File: src/rtl/scope_pkg.sv
// Shared constants, state encoding and pixel-address helper for the trace capture controller.
package scope_pkg;

  localparam int unsigned H_PIX      = 800;
  localparam int unsigned V_PIX      = 480;
  localparam int unsigned ADDR_W     = 19;
  localparam int unsigned FULL_IMAGE = H_PIX * V_PIX;

  typedef enum logic [2:0] {
    IDLE    = 3'd0,
    CLEAR   = 3'd1,
    ARM     = 3'd2,
    CAPTURE = 3'd3,
    HOLD    = 3'd4
  } state_e;

  function automatic int unsigned full_image(input int unsigned h_pix, input int unsigned v_pix);
    return h_pix * v_pix;
  endfunction

  // Higher sample codes map to lower rows; mid-scale lands just above the centre line.
  function automatic logic [ADDR_W-1:0] pix_addr(input logic [7:0]        smp,
                                                 input logic [ADDR_W-1:0] col,
                                                 input int unsigned       h_pix,
                                                 input int unsigned       v_pix);
    logic [ADDR_W-1:0] row;
    row = ADDR_W'(v_pix / 2 + 32'd127) - {{(ADDR_W-8){1'b0}}, smp};
    return row * ADDR_W'(h_pix) + col;
  endfunction

endpackage

File: src/rtl/trace_capture_ctrl_if.sv
// Sample-in / frame-RAM-write-out bundle of the trace capture controller.
interface trace_capture_ctrl_if;
  import scope_pkg::*;

  logic [11:0]       adc_data;
  logic              adc_valid;
  logic [ADDR_W-1:0] wraddress;
  logic              data;
  logic              wren;

  modport master (input adc_data, adc_valid, output wraddress, data, wren);
  modport slave  (output adc_data, adc_valid, input wraddress, data, wren);

endinterface

File: src/rtl/trig_detect.sv
// Rising-crossing detector: keeps the previous accepted sample and flags prev < level <= cur.
module trig_detect (
  input  logic       clk,
  input  logic       rst,
  input  logic       clr,
  input  logic       smp_en,
  input  logic [7:0] smp,
  input  logic [7:0] level,
  output logic       trig
);

  logic [7:0] prev_q, prev_d;
  logic       have_q, have_d;

  // No crossing can be reported until one sample has seeded the history.
  assign trig = smp_en && have_q && (prev_q < level) && (smp >= level);

  always_comb begin
    prev_d = prev_q;
    have_d = have_q;
    if (clr) begin
      have_d = 1'b0;
    end else if (smp_en) begin
      prev_d = smp;
      have_d = 1'b1;
    end
  end

  always_ff @(posedge clk or posedge rst) begin
    if (rst) begin
      prev_q <= 8'd0;
      have_q <= 1'b0;
    end else begin
      prev_q <= prev_d;
      have_q <= have_d;
    end
  end

endmodule

File: src/rtl/trace_capture_ctrl.sv
// Oscilloscope trace capture: clears the frame RAM, waits for a trigger, then plots one column per
// accepted sample. Define AUTO_TRIG_EN to force a trigger after AUTO_TIMEOUT cycles in ARM.
//   state   | meaning
//   IDLE    | waiting for run or single
//   CLEAR   | writing background to every pixel
//   ARM     | decimating samples, looking for a rising crossing
//   CAPTURE | plotting columns 1..H_PIX-1
//   HOLD    | frame complete, waiting for display end-of-frame
module trace_capture_ctrl
  import scope_pkg::*;
#(
  parameter int unsigned H_PIX        = scope_pkg::H_PIX,
  parameter int unsigned V_PIX        = scope_pkg::V_PIX,
  parameter logic [23:0] AUTO_TIMEOUT = 24'd5_000_000
) (
  input  logic                        clk,
  input  logic                        rst,
  trace_capture_ctrl_if.master        bus,
  input  logic [7:0]                  trig_level,
  input  logic [7:0]                  decim,
  input  logic                        run,
  input  logic                        single,
  input  logic                        frame_done,
  output logic                        busy,
  output logic [2:0]                  state_o
);

  localparam int unsigned       FULL_PIX  = full_image(H_PIX, V_PIX);
  localparam logic [ADDR_W-1:0] LAST_ADDR = ADDR_W'(FULL_PIX - 1);
  localparam logic [ADDR_W-1:0] LAST_COL  = ADDR_W'(H_PIX - 1);

  state_e            state_q, state_d;
  logic [ADDR_W-1:0] clr_addr_q, clr_addr_d;
  logic [ADDR_W-1:0] col_q, col_d;
  logic [7:0]        dcnt_q, dcnt_d;
  logic [7:0]        decim_q, decim_d;
  logic [ADDR_W-1:0] wraddress_q, wraddress_d;
  logic              data_q, data_d;
  logic              wren_q, wren_d;
  logic              busy_q, busy_d;

  logic              in_acq;
  logic              accept;
  logic              arm_entry;
  logic              trig;
  logic              timeout;
  logic [7:0]        smp;

  assign smp       = bus.adc_data[11:4];
  assign in_acq    = (state_q == ARM) || (state_q == CAPTURE);
  assign accept    = in_acq && bus.adc_valid && (dcnt_q == decim_q);
  assign arm_entry = (state_q == CLEAR) && (clr_addr_q == LAST_ADDR);

  trig_detect u_trig (
    .clk    (clk),
    .rst    (rst),
    .clr    (arm_entry),
    .smp_en (accept && (state_q == ARM)),
    .smp    (smp),
    .level  (trig_level),
    .trig   (trig)
  );

`ifdef AUTO_TRIG_EN
  logic [23:0] timer_q, timer_d;

  // Reloaded on every ARM entry, so a timeout never leaks into the next acquisition.
  always_comb begin
    timer_d = timer_q;
    if (arm_entry) begin
      timer_d = AUTO_TIMEOUT;
    end else if ((state_q == ARM) && (timer_q != 24'd0)) begin
      timer_d = timer_q - 24'd1;
    end
  end

  always_ff @(posedge clk or posedge rst) begin
    if (rst) begin
      timer_q <= 24'd0;
    end else begin
      timer_q <= timer_d;
    end
  end

  assign timeout = (state_q == ARM) && (timer_q == 24'd0);
`else
  assign timeout = 1'b0;
`endif

  always_comb begin
    state_d     = state_q;
    clr_addr_d  = '0;
    col_d       = col_q;
    dcnt_d      = dcnt_q;
    decim_d     = decim_q;
    wraddress_d = wraddress_q;
    data_d      = data_q;
    wren_d      = 1'b0;

    if (in_acq && bus.adc_valid) begin
      dcnt_d = accept ? 8'd0 : dcnt_q + 8'd1;
    end

    case (state_q)
      IDLE: begin
        if (run || single) begin
          state_d = CLEAR;
        end
      end
      CLEAR: begin
        clr_addr_d  = clr_addr_q + ADDR_W'(1);
        wraddress_d = clr_addr_q;
        data_d      = 1'b0;
        wren_d      = 1'b1;
        if (arm_entry) begin
          state_d = ARM;
          decim_d = decim;
          dcnt_d  = 8'd0;
          col_d   = '0;
        end
      end
      ARM: begin
        if (accept && (trig || timeout)) begin
          wraddress_d = pix_addr(smp, '0, H_PIX, V_PIX);
          data_d      = 1'b1;
          wren_d      = 1'b1;
          col_d       = ADDR_W'(1);
          state_d     = (H_PIX == 1) ? HOLD : CAPTURE;
        end
      end
      CAPTURE: begin
        if (accept) begin
          wraddress_d = pix_addr(smp, col_q, H_PIX, V_PIX);
          data_d      = 1'b1;
          wren_d      = 1'b1;
          if (col_q == LAST_COL) begin
            state_d = HOLD;
          end else begin
            col_d = col_q + ADDR_W'(1);
          end
        end
      end
      HOLD: begin
        if (frame_done) begin
          state_d = run ? CLEAR : IDLE;
        end
      end
      default: state_d = IDLE;
    endcase

    busy_d = (state_d != IDLE);
  end

  always_ff @(posedge clk or posedge rst) begin
    if (rst) begin
      state_q     <= IDLE;
      clr_addr_q  <= '0;
      col_q       <= '0;
      dcnt_q      <= 8'd0;
      decim_q     <= 8'd0;
      wraddress_q <= '0;
      data_q      <= 1'b0;
      wren_q      <= 1'b0;
      busy_q      <= 1'b0;
    end else begin
      state_q     <= state_d;
      clr_addr_q  <= clr_addr_d;
      col_q       <= col_d;
      dcnt_q      <= dcnt_d;
      decim_q     <= decim_d;
      wraddress_q <= wraddress_d;
      data_q      <= data_d;
      wren_q      <= wren_d;
      busy_q      <= busy_d;
    end
  end

  assign bus.wraddress = wraddress_q;
  assign bus.data      = data_q;
  assign bus.wren      = wren_q;
  assign busy          = busy_q;
  assign state_o       = state_q;

endmodule
File: src/flat_wrapper.sv
// flat-port wrapper written by rule: the top's interface ports become plain ports
module trace_capture_ctrl_flat import scope_pkg::*;
#(
  parameter int unsigned H_PIX        = scope_pkg::H_PIX,
  parameter int unsigned V_PIX        = scope_pkg::V_PIX,
  parameter logic [23:0] AUTO_TIMEOUT = 24'd5_000_000
)
  (clk, rst, trig_level, decim, run, single, frame_done, busy, state_o, bus_adc_data, bus_adc_valid, bus_wraddress, bus_data, bus_wren);
  trace_capture_ctrl_if bus_i ();
  input  logic clk;
  input  logic rst;
  input  logic [7:0] trig_level;
  input  logic [7:0] decim;
  input  logic run;
  input  logic single;
  input  logic frame_done;
  output logic busy;
  output logic [2:0] state_o;
  input wire logic [$bits(bus_i.adc_data)-1:0] bus_adc_data;
  input wire logic [$bits(bus_i.adc_valid)-1:0] bus_adc_valid;
  output wire logic [$bits(bus_i.wraddress)-1:0] bus_wraddress;
  output wire logic [$bits(bus_i.data)-1:0] bus_data;
  output wire logic [$bits(bus_i.wren)-1:0] bus_wren;
  assign bus_i.adc_data = bus_adc_data;
  assign bus_i.adc_valid = bus_adc_valid;
  assign bus_wraddress = bus_i.wraddress;
  assign bus_data = bus_i.data;
  assign bus_wren = bus_i.wren;
  trace_capture_ctrl #(.H_PIX(H_PIX), .V_PIX(V_PIX), .AUTO_TIMEOUT(AUTO_TIMEOUT)) u_core (.clk(clk), .rst(rst), .bus(bus_i), .trig_level(trig_level), .decim(decim), .run(run), .single(single), .frame_done(frame_done), .busy(busy), .state_o(state_o));
endmodule
File: config.mk
export PLATFORM = sky130hd
export DESIGN_NAME = trace_capture_ctrl_flat
export DESIGN_NICKNAME = d
export VERILOG_FILES = /design/src/rtl/scope_pkg.sv /design/src/rtl/trace_capture_ctrl_if.sv /design/src/rtl/trig_detect.sv /design/src/rtl/trace_capture_ctrl.sv /design/src/flat_wrapper.sv
export SDC_FILE = /design/constraint.sdc
export NUM_CORES = 1
export LEC_CHECK = 0
export CAP_MARGIN = 20
export CORE_MARGIN = 2
export CORE_UTILIZATION = 60
export CTS_CLUSTER_DIAMETER = 150
export CTS_CLUSTER_SIZE = 40
export DETAILED_ROUTE_END_ITERATION = 8
export PLACE_DENSITY_LB_ADDON = 0.08
export SLEW_MARGIN = 15
export SYNTH_ARGS = -nofsm -noshare
export SYNTH_HDL_FRONTEND = slang
export SYNTH_SLANG_ARGS = --single-unit
File: constraint.sdc
create_clock -name clk -period 9.3 [get_ports clk]
set_input_delay 2.79 -clock clk [delete_from_list [all_inputs] [get_ports clk]]
set_output_delay 2.79 -clock clk [all_outputs]
set_load 0.1 [all_outputs]
==> results.md, run 1 <==
Clock tree:
- The tree is rooted in a sky130_fd_sc_hd__clkbuf_8.
- Post-CTS timing repair inserted 0 buffers for setup.
- The maximum count of clock buffers along a single path is 2.
- Clock tree synthesis inserted a total of 9 buffers.
- TritonCTS built the clock tree.
- After clock tree synthesis, the flow added hold-fix buffers numbering 0.
- The number of cells upsized or downsized after cts is 0.
- The register clock-pin slew on the reported worst setup and hold paths is 80 ps.
- CTS built an H-tree with a depth of 3.
- The count of clock tree sinks is 88.
- The clock network latency to the later pin of the worst-skew pair is 370 ps.

Worst setup path:
- The last element of the critical path is u_core.bus.wraddress[18]$_DFFE_PP0P_.
- The most repeated library cell on the critical path is sky130_fd_sc_hd__ha_1.
- The endpoint of the worst register-to-register path is u_core.col_q[5]$_DFFE_PP0P_.
- The critical path goes through clkdlybuf4s50_1 -> ha_1 -> xnor2_1 -> ha_1 -> inv_1 -> fa_1 -> inv_1 -> ha_1 -> and3_1 -> a22oi_1 -> nor2b_1 -> xnor2_1 -> ha_1 -> a21o_1 -> a21oi_1 -> o21a_1 -> o2bb2ai_1 -> xor2_1 -> a2111o_1 -> o211ai_1.
- The sort of element at the start of the critical path is a primary input.
- Counting buffers and inverters, the worst setup path is 20 cells deep.
- Grouping stages by cell kind, the critical path spends the most delay in adder cells.
- The worst register-to-register path has a depth of 10.
- The combined buffer and inverter count along the critical path is 3.
- STA classifies the critical path endpoint as a flop.
- Data on the critical path is required at its endpoint by 9590 ps.
- Along the worst path, the maximum fanout reaches 7.
- The flop-to-flop setup slack is 6120 ps.
- Data arrives at the worst endpoint at 7470 ps.
- The source of the worst register-to-register timing path is u_core.u_trig.prev_q[2]$_DFFE_PP0P_.
- The critical path launch point is bus_adc_data[8].
- The largest single stage delay on the critical path is 570 ps.
- The critical path class is primary input to flop.
- Among all stages on the critical path, the largest delay is contributed by sky130_fd_sc_hd__clkdlybuf4s50_1.

Global routing:
- The first global-routing pass estimated 24.3 mm of wire.
- The total overflow reported by the global router is 0.
- The all-layer global routing usage is 0.278.
- The number of antenna violations at the first check in global routing came to 0.
- Entering global routing, the biggest net connects 72 pins.
- The number of global-route vias before repair is 5027.

Cells and area:
- The top cell types in the final layout, fill and taps aside, are sky130_fd_sc_hd__dfrtp_1 (88), sky130_fd_sc_hd__nand2_1 (85), sky130_fd_sc_hd__nor2_1 (67), sky130_fd_sc_hd__ha_1 (62), sky130_fd_sc_hd__clkdlybuf4s50_1 (54).
- The number of antenna diodes in the final layout is 0.
- For this run, the post-layout net count is 833.
- The non-filler instance count after layout is 871.
- In the final layout, the share of cells above drive strength 1 is 0.0420.
- The utilization of the core after routing is 0.708.
- Summing all non-filler instances in the final layout gives an area of 0.00692 sq mm.
- The library cell used most frequently in the layout, excluding fill and tap cells, is sky130_fd_sc_hd__dfrtp_1.
- The post-synthesis to final-layout area growth is 14.0%.

Power and ir drop:
- VDD sags by at most 0.000103 V.
- The leakage power total is 3.14 nW.
- The total power per unit cell area is 157 mW/mm^2.
- The completed layout was analyzed and its total power is 1.09 mW.

Place:
- Detailed placement finished with a half-perimeter wire length of 11.3 mm.
- Including well taps, the total number of placed cells is 855.
- After detailed placement, the total cell area comes to 0.00670 sq mm.
- The worst slack after detailed placement is 1760 ps.
- The weighted congestion reported at the end of routability-driven placement is 0.907.
- Buffers placed on the I/O ports in this run total 54.

STA:
- The clock skew after layout is 13.4 ps.
- The worst path in the final design needs a cycle of 7180 ps, including I/O delays and setup.
- For this run, the top clock speed supported by timing is 0.139 GHz.
- The final count of negative-setup-slack endpoints is 0.
- The final number of max-transition violations was 0.
- The actual slew at the worst max-slew pin is 982 ps.
- Setup repair after global routing left no endpoint under its margin.
- The final worst hold slack is 487 ps.
- The worst slew margin relative to its limit is 0.343.
- The hold violation count in the final report is 0.
- The fraction of the cycle the final worst path needs is 0.772.
- The post-layout worst setup margin is 2120 ps.
- The post-route setup TNS is 0 ps.

Synth:
- In this run the mean area of a mapped cell was 8.86 sq um.
- The synthesized design contains 0 enable-type register cells.
- Yosys attributes the largest share of cell area to sky130_fd_sc_hd__dfrtp_1 (36%), sky130_fd_sc_hd__ha_1 (13%), sky130_fd_sc_hd__nand2_1 (5.3%).
- Yosys mapped the design onto 65 distinct sky130hd cell types.
- Of the post-synthesis cell area, the dominant cell type holds 0.363.
- The register bit count reported by yosys is 88.
- The portion of the post-synthesis area used by sequential elements is 0.363.
- The most used flip-flop cell after synthesis is sky130_fd_sc_hd__dfrtp_1.
- The cell count after synthesis is 685.
- The cell area that synthesis handed to floorplanning was 0.00607 sq mm.
- The most area-hungry cell type in the Yosys netlist is sky130_fd_sc_hd__dfrtp_1.
- For this run, the number of Yosys warnings is 0.
- The fraction of registers with async set/reset is 1.00.
- The net count after synthesis is 785.

Routing:
- The residual DRC count is 0.
- Wires add up to 14.7 mm.
- After detailed routing, the average wire length per cell comes to 16.9 microns.
- Once detail routing completed, the nets flagged for antenna violations numbered 0.
- The per-cell via count in the routed design is 6.01.
- The count of TritonRoute iterations in the first routing pass is 7.
- Summing over every cut layer, the via total after detailed routing is 5238.
- In this run, the number of DRC markers left after iteration 0 of detailed routing was 315.

Floorplanning:
- The I/O pin total is 59.
- In this run the vertical extent of the chip is 105 microns.
- The area of the core is 0.00977 sq mm.
- The floorplan has 36 rows.
- The initial standard-cell utilization of the core is 0.621.
- In this run the horizontal extent of the chip is 105 microns.
- The die covers 0.0109 sq mm.

Min path:
- The kind of path behind the tightest hold check is flop to flop.

Run status:
- The run finished with clean final reports.

Job:
- The count of maximum capacitance violations is 0.
==> registers in the layout (all words and copies together) (netlist names) <==
name / flops
u_core.bus.data: 1
u_core.bus.wraddress: 19
u_core.col_q: 19
u_core.bus.wren: 1
u_core.clr_addr_q: 19
u_core.decim_q: 8
u_core.u_trig.prev_q: 8
u_core.state_o: 3
u_core.u_trig.have_q: 1
u_core.dcnt_q: 8
u_core.busy: 1
==> report_power, final <==
part	total (mW)	leakage (nW)	internal, mW	switching [mW]
sequential	0.424	1.13	0.401	0.0230
clock	0.296	0.103	0.153	0.143
combinational	0.369	1.90	0.149	0.220
total	1.09	3.14	0.702	0.386
==> worst register-to-register path, stage by stage, from the launching register on <==
cell                        delay (ps)
sky130_fd_sc_hd__dfrtp_1           400
sky130_fd_sc_hd__ha_1              290
sky130_fd_sc_hd__a21oi_1           140
sky130_fd_sc_hd__o21ai_1            90
sky130_fd_sc_hd__a2111oi_0         760
sky130_fd_sc_hd__o211ai_1          310
sky130_fd_sc_hd__a21o_4            410
sky130_fd_sc_hd__clkinv_4          110
sky130_fd_sc_hd__o211ai_4          210
sky130_fd_sc_hd__o21ai_1           240
sky130_fd_sc_hd__o21ai_1           100
==> cell usage after synthesis, drive strengths merged, types with 2 or more instances <==
| library cell | number |
|---|---|
| nand4 | 15 |
| nor4 | 5 |
| o21ai | 60 |
| dfrtp | 88 |
| fa | 4 |
| a221oi | 3 |
| o2111ai | 3 |
| nor3 | 9 |
| xor2 | 33 |
| or4 | 2 |
| o21a | 9 |
| and3 | 13 |
| nand2b | 8 |
| a22oi | 6 |
| inv | 34 |
| o31ai | 11 |
| a21oi | 32 |
| or3 | 4 |
| buf | 6 |
| a211oi | 4 |
| o2bb2ai | 2 |
| xnor2 | 17 |
| nand4b | 2 |
| nor2b | 7 |
| and4 | 2 |
| o211ai | 5 |
| nand2 | 85 |
| nand3 | 18 |
| mux2 | 4 |
| ha | 62 |
| a31oi | 5 |
| o22ai | 2 |
| a21o | 12 |
| clkinv | 2 |
| a222oi | 3 |
| mux2i | 4 |
| or2 | 3 |
| and2 | 9 |
| nor2 | 68 |
| clkbuf | 12 |
| nor3b | 2 |
==> worst min-delay path by stage <==
stage | from | endpoint | slack (ps) | cells after the start
6_report | u_core.bus.wraddress[15]$_DFFE_PP0P_ | u_core.bus.wraddress[15]$_DFFE_PP0P_ | 490 | 2
3_5_place_dp | u_core.bus.wraddress[1]$_DFFE_PP0P_ | u_core.bus.wraddress[1]$_DFFE_PP0P_ | 470 | 2
2_1_floorplan | u_core.u_trig.have_q$_DFFE_PP0P_ | u_core.u_trig.have_q$_DFFE_PP0P_ | 440 | 2
4_1_cts | u_core.clr_addr_q[0]$_DFF_PP0_ | u_core.clr_addr_q[0]$_DFF_PP0_ | 490 | 1
5_1_grt | u_core.bus.wraddress[5]$_DFFE_PP0P_ | u_core.bus.wraddress[5]$_DFFE_PP0P_ | 510 | 2
3_3_place_gp | u_core.bus.wraddress[15]$_DFFE_PP0P_ | u_core.bus.wraddress[15]$_DFFE_PP0P_ | 460 | 2
==> final cells by class <==
type                    instances  area [sq um]
clock buffers                  10           128
well taps                     133           166
flip-flops and latches         88          2200
clock inverters                 6          92.6
repair buffers                 55           548
inverters                      36           141
multi-input cells             543          3640
fillers                       789          2860
==> metal layers <==
metal	share of wire	GRT usage	vias to the layer above
met5	0	0	-
met4	0.026	0.0965	0
met3	0.062	0.0512	28
met2	0.48	0.465	208
met1	0.44	0.364	2473
li1	-	-	2529
==> kinds of logic after synthesis <==
kind of cell / after synthesis / synth area share
adders and majority gates: 66 / 0.141
xor gates and xnor gates: 50 / 0.0722
muxes: 8 / 0.0140
and+or+nand+nor: 254 / 0.199
AOI/OAI and AO/OA: 165 / 0.173
buffers and inverters: 54 / 0.0373
DFF: 88 / 0.363
No activity file was read; power rests on OpenSTA's default activity.
==> run 2: changes to the inputs <==
--- a/config.mk
+++ b/config.mk
@@ -7,7 +7,7 @@
 export LEC_CHECK = 0
 export CAP_MARGIN = 20
 export CORE_MARGIN = 2
-export CORE_UTILIZATION = 60
+export CORE_UTILIZATION = 58
 export CTS_CLUSTER_DIAMETER = 150
 export CTS_CLUSTER_SIZE = 40
 export DETAILED_ROUTE_END_ITERATION = 8
==> constraint.sdc (replaced) <==
create_clock -name clk -period 7.5 [get_ports clk]
set_input_delay 2.25 -clock clk [delete_from_list [all_inputs] [get_ports clk]]
set_output_delay 2.25 -clock clk [all_outputs]
set_load 0.1 [all_outputs]
==> run 2 against run 1 <==
Largest power group unchanged. Critical path type unchanged. Final cell count increased by 0.34%. Sequential cell count unchanged. Via count increased by 0.23%. Worst hold slack about the same. Global-route usage increased by 0.077 points. Largest cell class unchanged. Sequential share of layout area increased by 0.15 points. Sequential power increased by 24%. Highest routed layer unchanged. Design area decreased by 0.47%.
==> results.md, run 2 (same netlist as run 1, synthesis figures left out) <==
Worst setup path:
- The worst setup path is of the primary input to flop kind.
- The combined buffer and inverter count along the critical path came to 3 (unchanged).
- The critical path arrival was 6980 ps (-490 ps).
- The flop-to-flop setup slack is 4360 ps (-1760 ps).
- Counting stages on the worst path, the most repeated cell is sky130_fd_sc_hd__ha_1.
- The peak per-stage delay on the critical path is 580 ps (about the same).
- The required arrival time at the worst endpoint came to 7790 ps (-1800 ps).
- STA classifies the critical path startpoint as a primary input.
- The category of cells accounting for the largest share of critical-path delay is adder cells.
- STA classifies the critical path endpoint as a flop.
- The source of the worst register-to-register timing path is u_core.state_o[0]$_DFF_PP0_.
- The library cell contributing the largest single delay on the critical path is sky130_fd_sc_hd__clkdlybuf4s50_1.
- The maximum fanout count along the critical path is 7 (unchanged).
- The critical path goes through clkdlybuf4s50_1 -> ha_1 -> xnor2_1 -> ha_1 -> inv_1 -> fa_1 -> inv_1 -> ha_1 -> and3_1 -> a22oi_1 -> nor2b_1 -> xnor2_1 -> ha_1 -> a21o_1 -> a21oi_1 -> o21a_1 -> o2bb2ai_1 -> xor2_1 -> o2111ai_1 -> o211ai_1.
- In this run the worst setup path begins at bus_adc_data[8].

Place:
- The number of port buffers was 54 (unchanged).
- The final HPWL from detailed placement is 11.6 mm (+2.3%).
- The weighted congestion reported at the end of routability-driven placement is 0.935 (+3.1%).
- The worst slack after detailed placement is 512 ps (-1250 ps).
- The cell count after placement was 858 (+0.35%).

Clock tree:
- The number of cells upsized or downsized after cts is 0 (unchanged).
- The clock tree from TritonCTS is built.
- The buffer cell driving the clock tree root is sky130_fd_sc_hd__clkbuf_8.
- The total clock buffers created by CTS came to 9 (unchanged).
- The register clock-pin slew on the reported worst setup and hold paths is 90 ps (about the same).
- The clock network latency to the later pin of the worst-skew pair is 370 ps (about the same).
- The maximum count of clock buffers along a single path is 2 (unchanged).
- The hold-fix buffer count after cts came to 0 (unchanged).
- The count of clock tree sinks is 88 (unchanged).
- The depth of the CTS H-tree came to 3 (unchanged).
- The number of buffers inserted by post-CTS setup repair was 0 (unchanged).

STA:
- The post-layout worst setup margin is 813 ps (-1300 ps).
- Static timing analysis puts the maximum clock frequency at 0.150 GHz.
- The final count of negative-setup-slack endpoints is 0 (unchanged).
- The final number of max-transition violations is 0 (unchanged).
- The final period demand of the worst path is 6690 ps.
- The clock skew after layout is 8.24 ps (-5.13 ps).
- The fraction of the cycle the final worst path needs is 0.892.
- The worst slew margin relative to its limit is 0.335 (-0.00718).
- The post-route setup TNS was 0 ps (unchanged).
- The actual slew at the worst max-slew pin came to 994 ps (+11.3 ps).
- Setup repair after global routing left no endpoint under its margin.
- The final worst hold slack is 487 ps (+0.468 ps).
- The hold violation count in the final report came to 0 (unchanged).

Cells and area:
- The net count reported at finish is 833 (unchanged).
- Compared with the post-synthesis result, the final layout area differs by 13.5%.
- The total area of multi-input combinational cells is 0.00364 sq mm (unchanged).
- The non-filler instance count after layout was 874 (+0.34%).
- The filler cell count was 860 (+9.0%).
- The sequential cell area was 0.00220 sq mm (unchanged).
- The count of antenna diodes in the layout is 0 (unchanged).
- The share of post-route cells with drive strength above 1 is 0.0420 (unchanged).
- In the layout the commonest cells are sky130_fd_sc_hd__dfrtp_1 (88), sky130_fd_sc_hd__nand2_1 (85), sky130_fd_sc_hd__nor2_1 (67), sky130_fd_sc_hd__ha_1 (62), sky130_fd_sc_hd__clkdlybuf4s50_1 (54).
- Leaving out fill and tap cells, the most frequent cell in the layout is sky130_fd_sc_hd__dfrtp_1.
- The utilization of the core after routing is 0.673 (-0.0348).

Min path:
- In this run the worst hold path is classified as flop to flop.
- In this run the most critical hold path is launched from u_core.bus.wraddress[1]$_DFFE_PP0P_.

Floorplanning:
- The initial standard-cell utilization of the core was 0.593 (-0.0277).
- The chip height is 106 microns (+1.6%).
- The area of the core is 0.0102 sq mm (+4.7%).
- The width of the chip is 106 microns (+1.6%).
- The number of cell rows is 37 (+2.8%).
- The die area is 0.0113 sq mm (+3.3%).
- The I/O pin total was 59 (unchanged).

Run status:
- The run finished with clean final reports.

Routing:
- The vias after detailed routing came to 5250 (+0.23%).
- The residual DRC count came to 0 (unchanged).
- The remaining number of nets flagged by the antenna check after routing is 0 (unchanged).
- The per-cell via count in the routed design came to 6.01 (-0.11%).
- The routed wire length per instance is 17.2 microns (+1.6%).
- The detailed router's first-iteration violation count is 335 (+6.3%).
- The count of TritonRoute iterations in the first routing pass came to 5 (-2).
- The overall routed net length came to 15.0 mm (+2.0%).

Global routing:
- The total overflow reported by the global router came to 0 (unchanged).
- The wire length of the first global-routing pass came to 25.0 mm (+2.9%).
- The maximum number of pins on one net before global-route repair is 75 (+4.2%).
- The number of antenna violations at the first check in global routing was 0 (unchanged).
- The all-layer global routing usage is 0.279 (+0.000774).
- The number of global-route vias before repair is 5082 (+1.1%).

Power and ir drop:
- The largest vdd supply drop came to 0.000142 V (+38%).
- The total power per unit cell area came to 189 mW/mm^2 (+20%).
- The leakage power total came to 3.13 nW (-0.46%).

Job:
- The count of maximum capacitance violations is 0 (unchanged).
## run 2: area by class of cell
class | instances | share of cell area
multi-input combinational | 543 | 0.529
sequential | 88 | 0.320
timing repair buffer | 55 | 0.0796
tap | 136 | 0.0247
clock buffer | 12 | 0.0225
inverter | 36 | 0.0205
clock inverter | 4 | 0.00418
## run 2: final timing paths
kind                                                        endpoint  depth (start not counted)
max in group asynchronous       u_core.bus.wraddress[10]$_DFFE_PP0P_                          3
worst min register to register   u_core.bus.wraddress[1]$_DFFE_PP0P_                          2
worst max register to register          u_core.col_q[15]$_DFFE_PP0P_                          6
worst max-delay path            u_core.bus.wraddress[18]$_DFFE_PP0P_                         20
worst min-delay path             u_core.bus.wraddress[1]$_DFFE_PP0P_                          2
min in group asynchronous        u_core.u_trig.prev_q[3]$_DFFE_PP0P_                          2
## run 2: where the power goes
part	internal [mW]	switching (mW)
clock	0.139	0.174
sequential	0.497	0.0296
combinational	0.184	0.277
## run 2: metal layers
layer | track usage | wire (microns) | vias to the layer above
met5 | 0 | 0 | -
met4 | 0.0930 | 273 | 0
met3 | 0.0448 | 751 | 24
met2 | 0.456 | 7310 | 149
met1 | 0.379 | 6660 | 2537
li1 | - | - | 2540
## run 2: worst reg2reg max path, stage by stage, from the launching register on
cell and delay, ps:
sky130_fd_sc_hd__dfrtp_1 770, sky130_fd_sc_hd__nand2b_1 310, sky130_fd_sc_hd__nor2_1 800, sky130_fd_sc_hd__nand3_1 490, sky130_fd_sc_hd__inv_2 300, sky130_fd_sc_hd__nand2_1 130
sky130_fd_sc_hd__o31ai_1 230
## run 2: stage by stage
step | total power, mW | instance area, sq um
after global routing | 1.37 | 6890
after detailed placement | 0.992 | 6700
after floorplan | 0.867 | 6070
final | 1.30 | 6890
after CTS | 1.30 | 6890
after global placement | 0.975 | 6700
==> run 3: changes to the inputs <==
--- a/config.mk
+++ b/config.mk
@@ -5,6 +5,7 @@
 export SDC_FILE = /design/constraint.sdc
 export NUM_CORES = 1
 export LEC_CHECK = 0
+export ABC_CLOCK_PERIOD_IN_PS = 7500
 export CAP_MARGIN = 20
 export CORE_MARGIN = 2
 export CORE_UTILIZATION = 58
==> results of run 3 <==
Same layout as run 2: the final DEF is identical, and so are final timing and power.
